[config.mk]
export PLATFORM = sky130hd
export DESIGN_NAME = ev_lat_stats
export DESIGN_NICKNAME = d
export VERILOG_FILES = /design/src/rtl/ev_pkg.sv /design/src/rtl/ev_stat_update.sv /design/src/rtl/ev_lat_stats.sv
export SDC_FILE = /design/constraint.sdc
export NUM_CORES = 1
export LEC_CHECK = 0
export ABC_CLOCK_PERIOD_IN_PS = 10100
export CORE_UTILIZATION = 45
export DETAILED_ROUTE_END_ITERATION = 7
export HOLD_SLACK_MARGIN = 0.03
export SYNTH_ARGS = -nofsm -noshare
export SYNTH_HDL_FRONTEND = slang
export SYNTH_SLANG_ARGS = --single-unit
export TNS_END_PERCENT = 100
[constraint.sdc]
create_clock -name clk -period 10.1 [get_ports clk]
set_input_delay 2.02 -clock clk [delete_from_list [all_inputs] [get_ports clk]]
set_output_delay 2.02 -clock clk [all_outputs]
set_load 0.03 [all_outputs]
[src/rtl/ev_pkg.sv]
// Shared types and default widths for the per-ID latency statistics block.
package ev_pkg;

  localparam int DEF_ID_W  = 3;
  localparam int DEF_TS_W  = 8;
  localparam int DEF_CNT_W = 8;
  localparam int DEF_SUM_W = 16;

  // One table entry. Field widths follow the defaults above; the top-level
  // width parameters are expected to match them.
  typedef struct packed {
    logic [DEF_CNT_W-1:0] count;
    logic [DEF_SUM_W-1:0] sum;
    logic [DEF_TS_W-1:0]  dmin;
    logic [DEF_TS_W-1:0]  dmax;
  } stat_entry_t;

  // Empty entry: min starts at all-ones so the first sample always replaces it.
  localparam stat_entry_t STAT_EMPTY = '{
    count: {DEF_CNT_W{1'b0}},
    sum:   {DEF_SUM_W{1'b0}},
    dmin:  {DEF_TS_W{1'b1}},
    dmax:  {DEF_TS_W{1'b0}}
  };

  typedef enum logic [0:0] {
    ST_INIT = 1'b0,
    ST_RUN  = 1'b1
  } state_e;

endpackage

[src/rtl/ev_stat_update.sv]
// Folds one delta sample into a statistics entry with saturating count/sum.
module ev_stat_update
  import ev_pkg::*;
(
  input  stat_entry_t             old_i,
  input  logic [DEF_TS_W-1:0]     delta_i,
  output stat_entry_t             new_o,
  output logic                    sat_o
);

  logic [DEF_CNT_W:0] cnt_ext;
  logic [DEF_SUM_W:0] sum_ext;

  // Widened adds expose the carry so overflow clamps instead of wrapping.
  always_comb begin
    cnt_ext = {1'b0, old_i.count} + {{DEF_CNT_W{1'b0}}, 1'b1};
    sum_ext = {1'b0, old_i.sum} + {{(DEF_SUM_W + 1 - DEF_TS_W){1'b0}}, delta_i};
    new_o   = old_i;
    sat_o   = 1'b0;
    if (cnt_ext[DEF_CNT_W]) begin
      new_o.count = {DEF_CNT_W{1'b1}};
      sat_o       = 1'b1;
    end else begin
      new_o.count = cnt_ext[DEF_CNT_W-1:0];
    end
    if (sum_ext[DEF_SUM_W]) begin
      new_o.sum = {DEF_SUM_W{1'b1}};
      sat_o     = 1'b1;
    end else begin
      new_o.sum = sum_ext[DEF_SUM_W-1:0];
    end
    if (delta_i < old_i.dmin) begin
      new_o.dmin = delta_i;
    end else begin
      new_o.dmin = old_i.dmin;
    end
    if (delta_i > old_i.dmax) begin
      new_o.dmax = delta_i;
    end else begin
      new_o.dmax = old_i.dmax;
    end
  end

endmodule

[src/rtl/ev_lat_stats.sv]
// Per-ID latency statistics table fed by the event timer result stream,
// read back through a query/response port with optional clear-on-read.
module ev_lat_stats
  import ev_pkg::*;
#(
  parameter int ID_W  = DEF_ID_W,
  parameter int TS_W  = DEF_TS_W,
  parameter int CNT_W = DEF_CNT_W,
  parameter int SUM_W = DEF_SUM_W
) (
  input  logic             clk,
  input  logic             rst,
  input  logic             in_valid,
  output logic             in_ready,
  input  logic [ID_W-1:0]  in_id,
  input  logic [TS_W-1:0]  in_delta,
  input  logic             qry_valid,
  output logic             qry_ready,
  input  logic [ID_W-1:0]  qry_id,
  input  logic             qry_clear,
  output logic             rsp_valid,
  input  logic             rsp_ready,
  output logic [ID_W-1:0]  rsp_id,
  output logic [CNT_W-1:0] rsp_count,
  output logic [SUM_W-1:0] rsp_sum,
  output logic [TS_W-1:0]  rsp_min,
  output logic [TS_W-1:0]  rsp_max,
  output logic             sat_flag
);

  localparam int DEPTH = 2 ** ID_W;

  state_e            state_q, state_d;
  logic [ID_W-1:0]   init_ptr_q, init_ptr_d;
  stat_entry_t       table_q [DEPTH];

  logic              rsp_valid_q, rsp_valid_d;
  logic [ID_W-1:0]   rsp_id_q, rsp_id_d;
  stat_entry_t       rsp_ent_q, rsp_ent_d;
  logic              sat_q, sat_d;

  logic              run;
  logic              in_fire;
  logic              qry_fire;
  stat_entry_t       upd_entry;
  logic              upd_sat;

  assign run      = (state_q == ST_RUN);
  assign in_ready = run;
  assign in_fire  = in_valid && run;
  // A same-ID input update takes precedence; the query waits one cycle so
  // its snapshot already contains the new sample.
  assign qry_ready = run && (!rsp_valid_q || rsp_ready) &&
                     !(in_valid && (in_id == qry_id));
  assign qry_fire  = qry_valid && qry_ready;

  ev_stat_update u_upd (
    .old_i   (table_q[in_id]),
    .delta_i (in_delta),
    .new_o   (upd_entry),
    .sat_o   (upd_sat)
  );

  // Init sweep: walk the table once, then stay in RUN until the next reset.
  always_comb begin
    state_d    = state_q;
    init_ptr_d = init_ptr_q;
    case (state_q)
      ST_INIT: begin
        init_ptr_d = init_ptr_q + ID_W'(1);
        if (init_ptr_q == {ID_W{1'b1}}) begin
          state_d = ST_RUN;
        end else begin
          state_d = ST_INIT;
        end
      end
      ST_RUN: begin
        state_d = ST_RUN;
      end
      default: begin
        state_d = ST_INIT;
      end
    endcase
  end

  // Response holding register and sticky saturation flag next state.
  always_comb begin
    rsp_valid_d = rsp_valid_q;
    rsp_id_d    = rsp_id_q;
    rsp_ent_d   = rsp_ent_q;
    sat_d       = sat_q | (in_fire & upd_sat);
    if (qry_fire) begin
      rsp_valid_d = 1'b1;
      rsp_id_d    = qry_id;
      rsp_ent_d   = table_q[qry_id];
    end else if (rsp_ready) begin
      rsp_valid_d = 1'b0;
    end else begin
      rsp_valid_d = rsp_valid_q;
    end
  end

  // Control and response registers with synchronous reset.
  always_ff @(posedge clk) begin
    if (rst) begin
      state_q     <= ST_INIT;
      init_ptr_q  <= {ID_W{1'b0}};
      rsp_valid_q <= 1'b0;
      rsp_id_q    <= {ID_W{1'b0}};
      rsp_ent_q   <= '{count: {DEF_CNT_W{1'b0}}, sum: {DEF_SUM_W{1'b0}},
                       dmin: {DEF_TS_W{1'b0}}, dmax: {DEF_TS_W{1'b0}}};
      sat_q       <= 1'b0;
    end else begin
      state_q     <= state_d;
      init_ptr_q  <= init_ptr_d;
      rsp_valid_q <= rsp_valid_d;
      rsp_id_q    <= rsp_id_d;
      rsp_ent_q   <= rsp_ent_d;
      sat_q       <= sat_d;
    end
  end

  // Table writes: init sweep, sample update and clear-on-read. Update and
  // clear never hit the same entry because qry_ready excludes that case.
  always_ff @(posedge clk) begin
    if (!rst) begin
      if (state_q == ST_INIT) begin
        table_q[init_ptr_q] <= STAT_EMPTY;
      end else begin
        if (in_fire) begin
          table_q[in_id] <= upd_entry;
        end
        if (qry_fire && qry_clear) begin
          table_q[qry_id] <= STAT_EMPTY;
        end
      end
    end
  end

  assign rsp_valid = rsp_valid_q;
  assign rsp_id    = rsp_id_q;
  assign rsp_count = rsp_ent_q.count;
  assign rsp_sum   = rsp_ent_q.sum;
  assign rsp_min   = rsp_ent_q.dmin;
  assign rsp_max   = rsp_ent_q.dmax;
  assign sat_flag  = sat_q;

endmodule

# == After elaboration in Yosys (flattened, before gate mapping) ==
# Memory sizes are Yosys's and may differ from the RTL's. A register that Yosys moved wholly into a read port is not among the register bits.
# Cells that the tools add are included.
# classes
reduce_logical,11
order_cmp,2
muxes,24
bitwise,3
add_sub_neg,3
eq_ne,2
# ops
cell,n
$mux W40,1
$reduce_or A40 Y1,1
$mux W8,3
$add A16 B8 Y17,1
$mux W1,17
$mux W16,1
$add A8 B1 Y9 const B,1
$gt A8 B8 Y1,1
$lt A8 B8 Y1,1
$logic_and A1 B1 Y1,6
$add A3 B1 Y3 const B,1
$eq A3 B3 Y1,1
$eq A3 B3 Y1 const B,1
$mux W3,1
$logic_not A1 Y1,2
$pmux W1 S2,1
$reduce_bool A2 Y1,1
$and A1 B1 Y1,1
$logic_or A1 B1 Y1,1
$not A1 Y1,1
$or A1 B1 Y1,1
# word_totals
ramBits,320
out_inout_bits,47
inputBits,20
regBits,9
n_memories,1
# mem_list
name,words,word_bits,read_ports,rd_clocked_by_memory_dff,write_ports,line,text
table_q,8,40,2,1,2,ev_lat_stats.sv:35,stat_entry_t table_q [DEPTH];

# == Logic depth before layout (Yosys ltp) ==
# Gate-level depths: netlist of run 1.
# logic_depth
depth_word,10
depth_mapped,19

# == By module ==
# Synthesis of run 1 repeated with hierarchy kept, for this count alone.
# unflattened
hier_cells,2339
hier_area_um2,20206.9
# by_module_without_submodules
mod,instances,area_each_um2,cells_each
ev_lat_stats,1,18925.7,2168
ev_stat_update,1,1281.2,171

# == Least setup slack after synthesis of run 1 ==
# No wires, ideal clock.
# synth_path
path_type,input to register
start,input in_id[0]
end,memory table_q[0][31] (netlist bit)
arrival_time_ns,5.716
slack_ns,4.267
path_stages,16
cell_sequence,buf_6 > buf_8 > buf_8 > buf_6 > buf_4 > buf_6 > mux4_2 > mux2_2 > ha_1 > fa_1 > a21o_1 > a211oi_1 > a21oi_1 > nor4_1 > nor3_4 > a22o_1
# synth_rtl
item,line,text
from (decl),ev_lat_stats.sv:15,"input logic [ID_W-1:0] in_id,"
to (decl),ev_lat_stats.sv:35,

# == Worst setup path after layout of run 1 ==
# layout_path
start,input qry_id[1]
end,output qry_ready
# layout_via
elab_chain_cells,4
# layout_lines
item,line,text
from (decl),ev_lat_stats.sv:19,"input logic [ID_W-1:0] qry_id,"
$eq A3 B3 Y1,ev_lat_stats.sv:54,!(in_valid && (in_id == qry_id));
$logic_and A1 B1 Y1,ev_lat_stats.sv:54,
$logic_not A1 Y1,ev_lat_stats.sv:54,
$logic_and A1 B1 Y1,ev_lat_stats.sv:53,assign qry_ready = run && (!rsp_valid_q || rsp_ready) &&
to (decl),ev_lat_stats.sv:18,"output logic qry_ready,"
# Every way passes these cells.

==> out/metrics.csv, run 1 <==
metric;value;unit
max_slew_margin;23.0;%
ios;67;
ir_drop;0.129;mV
grt_overflow_total;0;
synthCells;1682;
crit_slowest_cell;buf_4;
synth_commonest_cells;dfxtp_1 (369), nor2_1 (189), nand2_1 (165);
critPathMaxFanout;49;
cts_tree;yes;
finalMaxSlewViolations;0;
multi_input_area;0.0101;sq mm
worst_setup_path_end_kind;output port;
grt_max_degree;84;
syn_area_per_cell;10.8;sq um
grt_first_pass_wirelength;86700;um
synth_top_area_share;40.8;%
fin_ws;3840;ps
path_clk_slew;60;ps
async_flop_share;0;%
port_buffers;66;
clock_latency;570;ps
path_class;input port to output port;
n_fill_cell;3537;
hold_depth;2;
root_buffer;clkbuf_16;
ctsResizeCount;0;
viasPerCell;6.32;
synth_top_area_cell;dfxtp_1;
core;0.0396;sq mm
synth-seq-area-share;40.8;%
setup_viol;0;
area_growth;13.0;%
postCtsHoldBufs;0;
cpLargestDelayFamily;buffers and inverters;
cpPeakStageDelay;840;ps
vias;14200;
rsz0062_at_grt;false;
ys_seq_elements;369;
worst_hold_path.endpoint;rsp_id[0];
worstPathCellList;buf_4, xnor2_1, a41oi_2, and2_1, clkdlybuf4s50_1;
synth.area.top_cells;dfxtp_1 (41%), mux4_2 (19%), a22o_1 (4.0%);
hpwl;34200;um
cp_data_arrival_time;4240;ps
r2r_cells;6;
drive_gt1_share;19.1;%
hold_viol_final;0;
cts_setup_buffers;0;
cts_buffer_depth;3;
cts.htree.levels;2;
p_leak;0.00744;uW
drc;0;
cts_sinks;369;
r2r_start;in_ready;
rows;73;
die_h;202;um
crit_path_start_kind;input port;
period_minus_slack;6260;ps
layoutNonFillerInstCount;2251;
tightest_slew;1150;ps
synthDistinctLibCells;71;
max_cap_viol_count;0;
gp_congestion;0.877;
syn_area;0.0181;sq mm
max_freq;160;MHz
rrSetupSlack;5790;ps
nNetsFinal;1740;
initial_core_util;45.6;%
synth_enable_flop_cells;0;
setup-tns-final;0;ps
dpl_worst_slack;3840;ps
yosys_warnings;0;
power_density;174;mW/mm^2
timing.rr.end;table_q[2][28];
min_from;rsp_id[0];
yosys.cell_count.top_type;dfxtp_1;
min_path_type;flop to flop;
regArea;0.00739;sq mm
drt_first_pass_iters;7;
detail-route-antenna-nets;0;
syn_nets;1729;
crit_buf_inv;2;
diodes;0;
drt_iter0_markers;1266;
wl;57100;um
dieArea;0.0410;sq mm
fin_crit_sh;62.0;%
grt_pass1_vias;14100;
track_usage;28.1;%
dominantRegCellSynth;dfxtp_1;
skew;18.5;ps
status;completed;
holdWs;456;ps
grt_antenna_before_repair;0;
wl_per_cell;25.4;um
place_inst;2175;
die_w;202;um
crit_required;8080;ps
numCtsBuffers;41;
cp_num_cells;5;
[routing by layer]
layer	track usage (%)	vias to the layer above	share of wire [%]	routed length, um
li1	-	6379	-	-
met1	38.0	7070	42	24200
met2	44.8	678	46	26500
met3	5.54	103	8.2	4710
met4	9.94	0	3.0	1710
met5	0	-	0	0
[through the flow]
step | instance area (sq um) | total power [uW] | utilization (%)
final | 20400 | 3560 | 51.6
after CTS | 20400 | 3570 | 51.6
after detailed placement | 19000 | 2000 | 48.0
after global routing | 20400 | 3670 | 51.6
after global placement | 19000 | 2000 | 48.0
after floorplan | 18100 | 1900 | -
[tightest hold or removal path, cell delays in order, from the launching register on]
cell and delay (ps):
dfxtp_1 310, nand2_1 50, a21oi_1 50
[area by class of cell]
class	instances	share of cell area, %
sequential	369	36.1
timing repair buffer	87	3.91
tap	525	3.21
clock buffer	64	6.24
inverter	14	0.257
multi-input combinational	1180	49.5
clock inverter	12	0.753
[worst max path at each step]
stage	start	endpoint	slack (ps)
global placement	qry_id[1]	qry_ready	3890
global route	qry_id[1]	qry_ready	3720
detailed placement	in_id[0]	table_q[4][26]	3840
CTS	qry_id[1]	qry_ready	3860
floorplan	in_id[0]	table_q[0][31]	4270
finish	qry_id[1]	qry_ready	3840
[cells in the final DEF, fill, tap and decap left out, types with 26 or more instances in the layout]
master and n:
mux4_2 151, clkdlybuf4s50_1 59, a211oi_1 42, mux2_2 29
buf_4 27, nor2_1 176, a21oi_1 86, nand2_1 165
a22oi_1 40, dfxtp_1 369, o21ai_0 132, mux2i_1 64
a22o_1 82, clkbuf_16 43, ha_1 26
[where the power goes]
group          switching (uW)  internal [uW]  leakage, uW
registers                54.1           1530      0.00299
logic                     222            173      0.00374
clock network             630            948     0.000708
[flip-flops by register name, summed over array words and instances (netlist names)]
signal and flops:
table_q 320, rsp_sum 16, rsp_count 8, rsp_max 8, rsp_min 8, init_ptr_q 3, rsp_id 3, in_ready 1
rsp_valid 1, sat_flag 1
[logic make-up (layout without fill, tap and decap cells)]
logic type	count (synthesis)	in the layout	synth area share (%)
adders and majority gates	27	27	1.91
buffers and inverters	133	177	3.66
DFF	369	369	40.8
muxes	258	258	25.8
AOI/OAI and AO/OA	441	441	16.4
xor gates and xnor gates	16	16	0.775
and+or+nand+nor	438	438	10.5
No activity file was read; power rests on OpenSTA's default activity.
==> run 2, diff against run 1 <==
Settings changed: ABC_CLOCK_PERIOD_IN_PS 10100 to 5600.
Clock period 10.1 ns to 5.6 ns, I/O delays scaled along.
==> run 2 against run 1 <==
Net effect:
- clock-buffer cell count increased by 1
- critical path type is now input port to flop
- highest routed layer unchanged
- non-clock buffer count grew 22
- flip-flop and latch count did not move
- largest cell class unchanged
- sequential share of layout area fell by 0.30 points
==> out/metrics.csv, run 2 (same netlist as run 1, synthesis figures left out) <==
metric;value;unit;change
met2WireLength;26200;um;-1.5%
postCtsHoldBufs;0;;unchanged
path_clk_slew;60;ps;about the same
cts_tree;yes;;
period_minus_slack;4430;ps;
wl_per_cell;25.7;um;+1.3%
worstPathCellList;buf_4, buf_4, mux4_2, mux2_2, ha_1, o21ai_0, a21oi_1, a221oi_1, nor2_1, o21ai_0, a21boi_2, a221o_1;;
cts_buffer_depth;3;;unchanged
wl_met3;5480;um;+16%
dpl_worst_slack;700;ps;-3140 ps
cpPeakStageDelay;700;ps;-140 ps
detail-route-antenna-nets;0;;unchanged
ctsResizeCount;0;;unchanged
cts_sinks;369;;unchanged
setup_viol;0;;unchanged
drc;0;;unchanged
tightest_slew;1090;ps;-61.4 ps
drt_first_pass_iters;5;;-2
core;0.0396;sq mm;unchanged
crit_path_start_kind;input port;;
nNetsFinal;1763;;+1.3%
status;completed;;
crit_buf_inv;2;;unchanged
final_common_cell;dfxtp_1;;
setup-tns-final;0;ps;unchanged
viasPerCell;6.40;;+1.2%
power_density;310;mW/mm^2;+78%
port_buffers;66;;unchanged
m1WireLength;24700;um;+2.1%
ios;67;;unchanged
final_cell_mix;dfxtp_1 (369), nor2_1 (176), nand2_1 (165), mux4_2 (151), o21ai_0 (132);;
fin_ws;1170;ps;-2670 ps
vias;14500;;+2.1%
skew;15.7;ps;-2.85 ps
grt_overflow_total;0;;unchanged
initial_core_util;45.6;%;unchanged
cpLargestDelayFamily;compound AO/OA/AOI/OAI gates;;
dieArea;0.0410;sq mm;unchanged
drive_gt1_share;20.0;%;+0.93 points
numCtsBuffers;42;;+2.4%
utilization;52.0;%;+0.43 points
top_layer;met4;;
clock_latency;570;ps;about the same
grt_antenna_before_repair;0;;unchanged
ir_drop;0.188;mV;+46%
root_buffer;clkbuf_16;;
cts.htree.levels;2;;unchanged
rows;73;;unchanged
cts_setup_buffers;0;;unchanged
grt_pass1_vias;14100;;-0.14%
holdWs;454;ps;-2.07 ps
rsz0062_at_grt;false;;
drt_iter0_markers;1421;;+12%
max_freq;226;MHz;
top_register;table_q;;
max_slew_margin;26.6;%;+3.6 points
die_w;202;um;unchanged
fin_crit_sh;79.1;%;
cp_data_arrival_time;4930;ps;+690 ps
gp_congestion;0.864;;-1.4%
worst_setup_path_end_kind;flop;;
crit_required;6100;ps;-1980 ps
hold_viol_final;0;;unchanged
finalMaxSlewViolations;0;;unchanged
max_cap_viol_count;0;;unchanged
diodes;0;;unchanged
crit_slowest_cell;a221oi_1;;
grt_max_degree;84;;unchanged
min_path_type;flop to flop;;
wl;58400;um;+2.2%
die_h;202;um;unchanged
grt_first_pass_wirelength;88700;um;+2.3%
track_usage;28.7;%;+0.57 points
largest_reg_flops;320;;unchanged
total_power;6380;uW;+79%
path_class;input port to flop;;
critPathMaxFanout;20;;-59%
p_leak;0.00755;uW;+1.5%
hpwl;36400;um;+6.5%
area_growth;14.0;%;
run 2: cell count changes in the layout (fill, tap and decap cells not counted), sizes merged:
cell      previous run  this run
inv                 14        15
clkinvlp             0         1
clkbuf              64        65
bufinv               3         2
clkinv               9         5
buf                 28        50
run 2: final cells by class:
cell class | count | area, sq um
Clock buffer | 65 | 1290
Tap cell | 525 | 657
Fill cell | 3481 | 19000
Timing Repair Buffer | 109 | 1040
Inverter | 14 | 52.6
Clock inverter | 9 | 105
Sequential cell | 369 | 7390
Multi-Input combinational cell | 1180 | 10100
run 2: final timing paths:
check | startpoint | endpoint | slack [ps] | cells after the start
min reg2reg | rsp_id[2] | rsp_id[2] | 450 | 2
max reg2reg | table_q[1][16] | table_q[7][24] | 1960 | 11
max | in_id[1] | table_q[1][25] | 1170 | 12
min | rsp_id[2] | rsp_id[2] | 450 | 2
run 2: report_power, final:
part	internal [uW]	leakage (uW)	total [uW]	switching, uW
Sequential	2760	0.00299	2860	103
Combinational	319	0.00388	732	414
Clock	1670	0.000687	2790	1120
run 2: per-layer routing:
| metal | track usage, % | vias up |
|---|---|---|
| met3 | 5.49 | 148 |
| met1 | 39.8 | 7223 |
| met2 | 43.8 | 750 |
| li1 | - | 6413 |
| met5 | 0 | - |
| met4 | 11.8 | 0 |
run 2: stage by stage:
step / area [sq um] / cells
detailed placement: 19200 / 2197
global route: 20600 / 2271
floorplan: 18100 / 1682
global placement: 19200 / 2197
CTS: 20600 / 2271
finish: 20600 / 2271
run 2: worst min-delay path: cells and delay by family, from the launching register on:
kind	cells	cell delay, ps
flip-flops	1	310
AO/OA/AOI/OAI	1	50
AND/OR/NAND/NOR	1	50
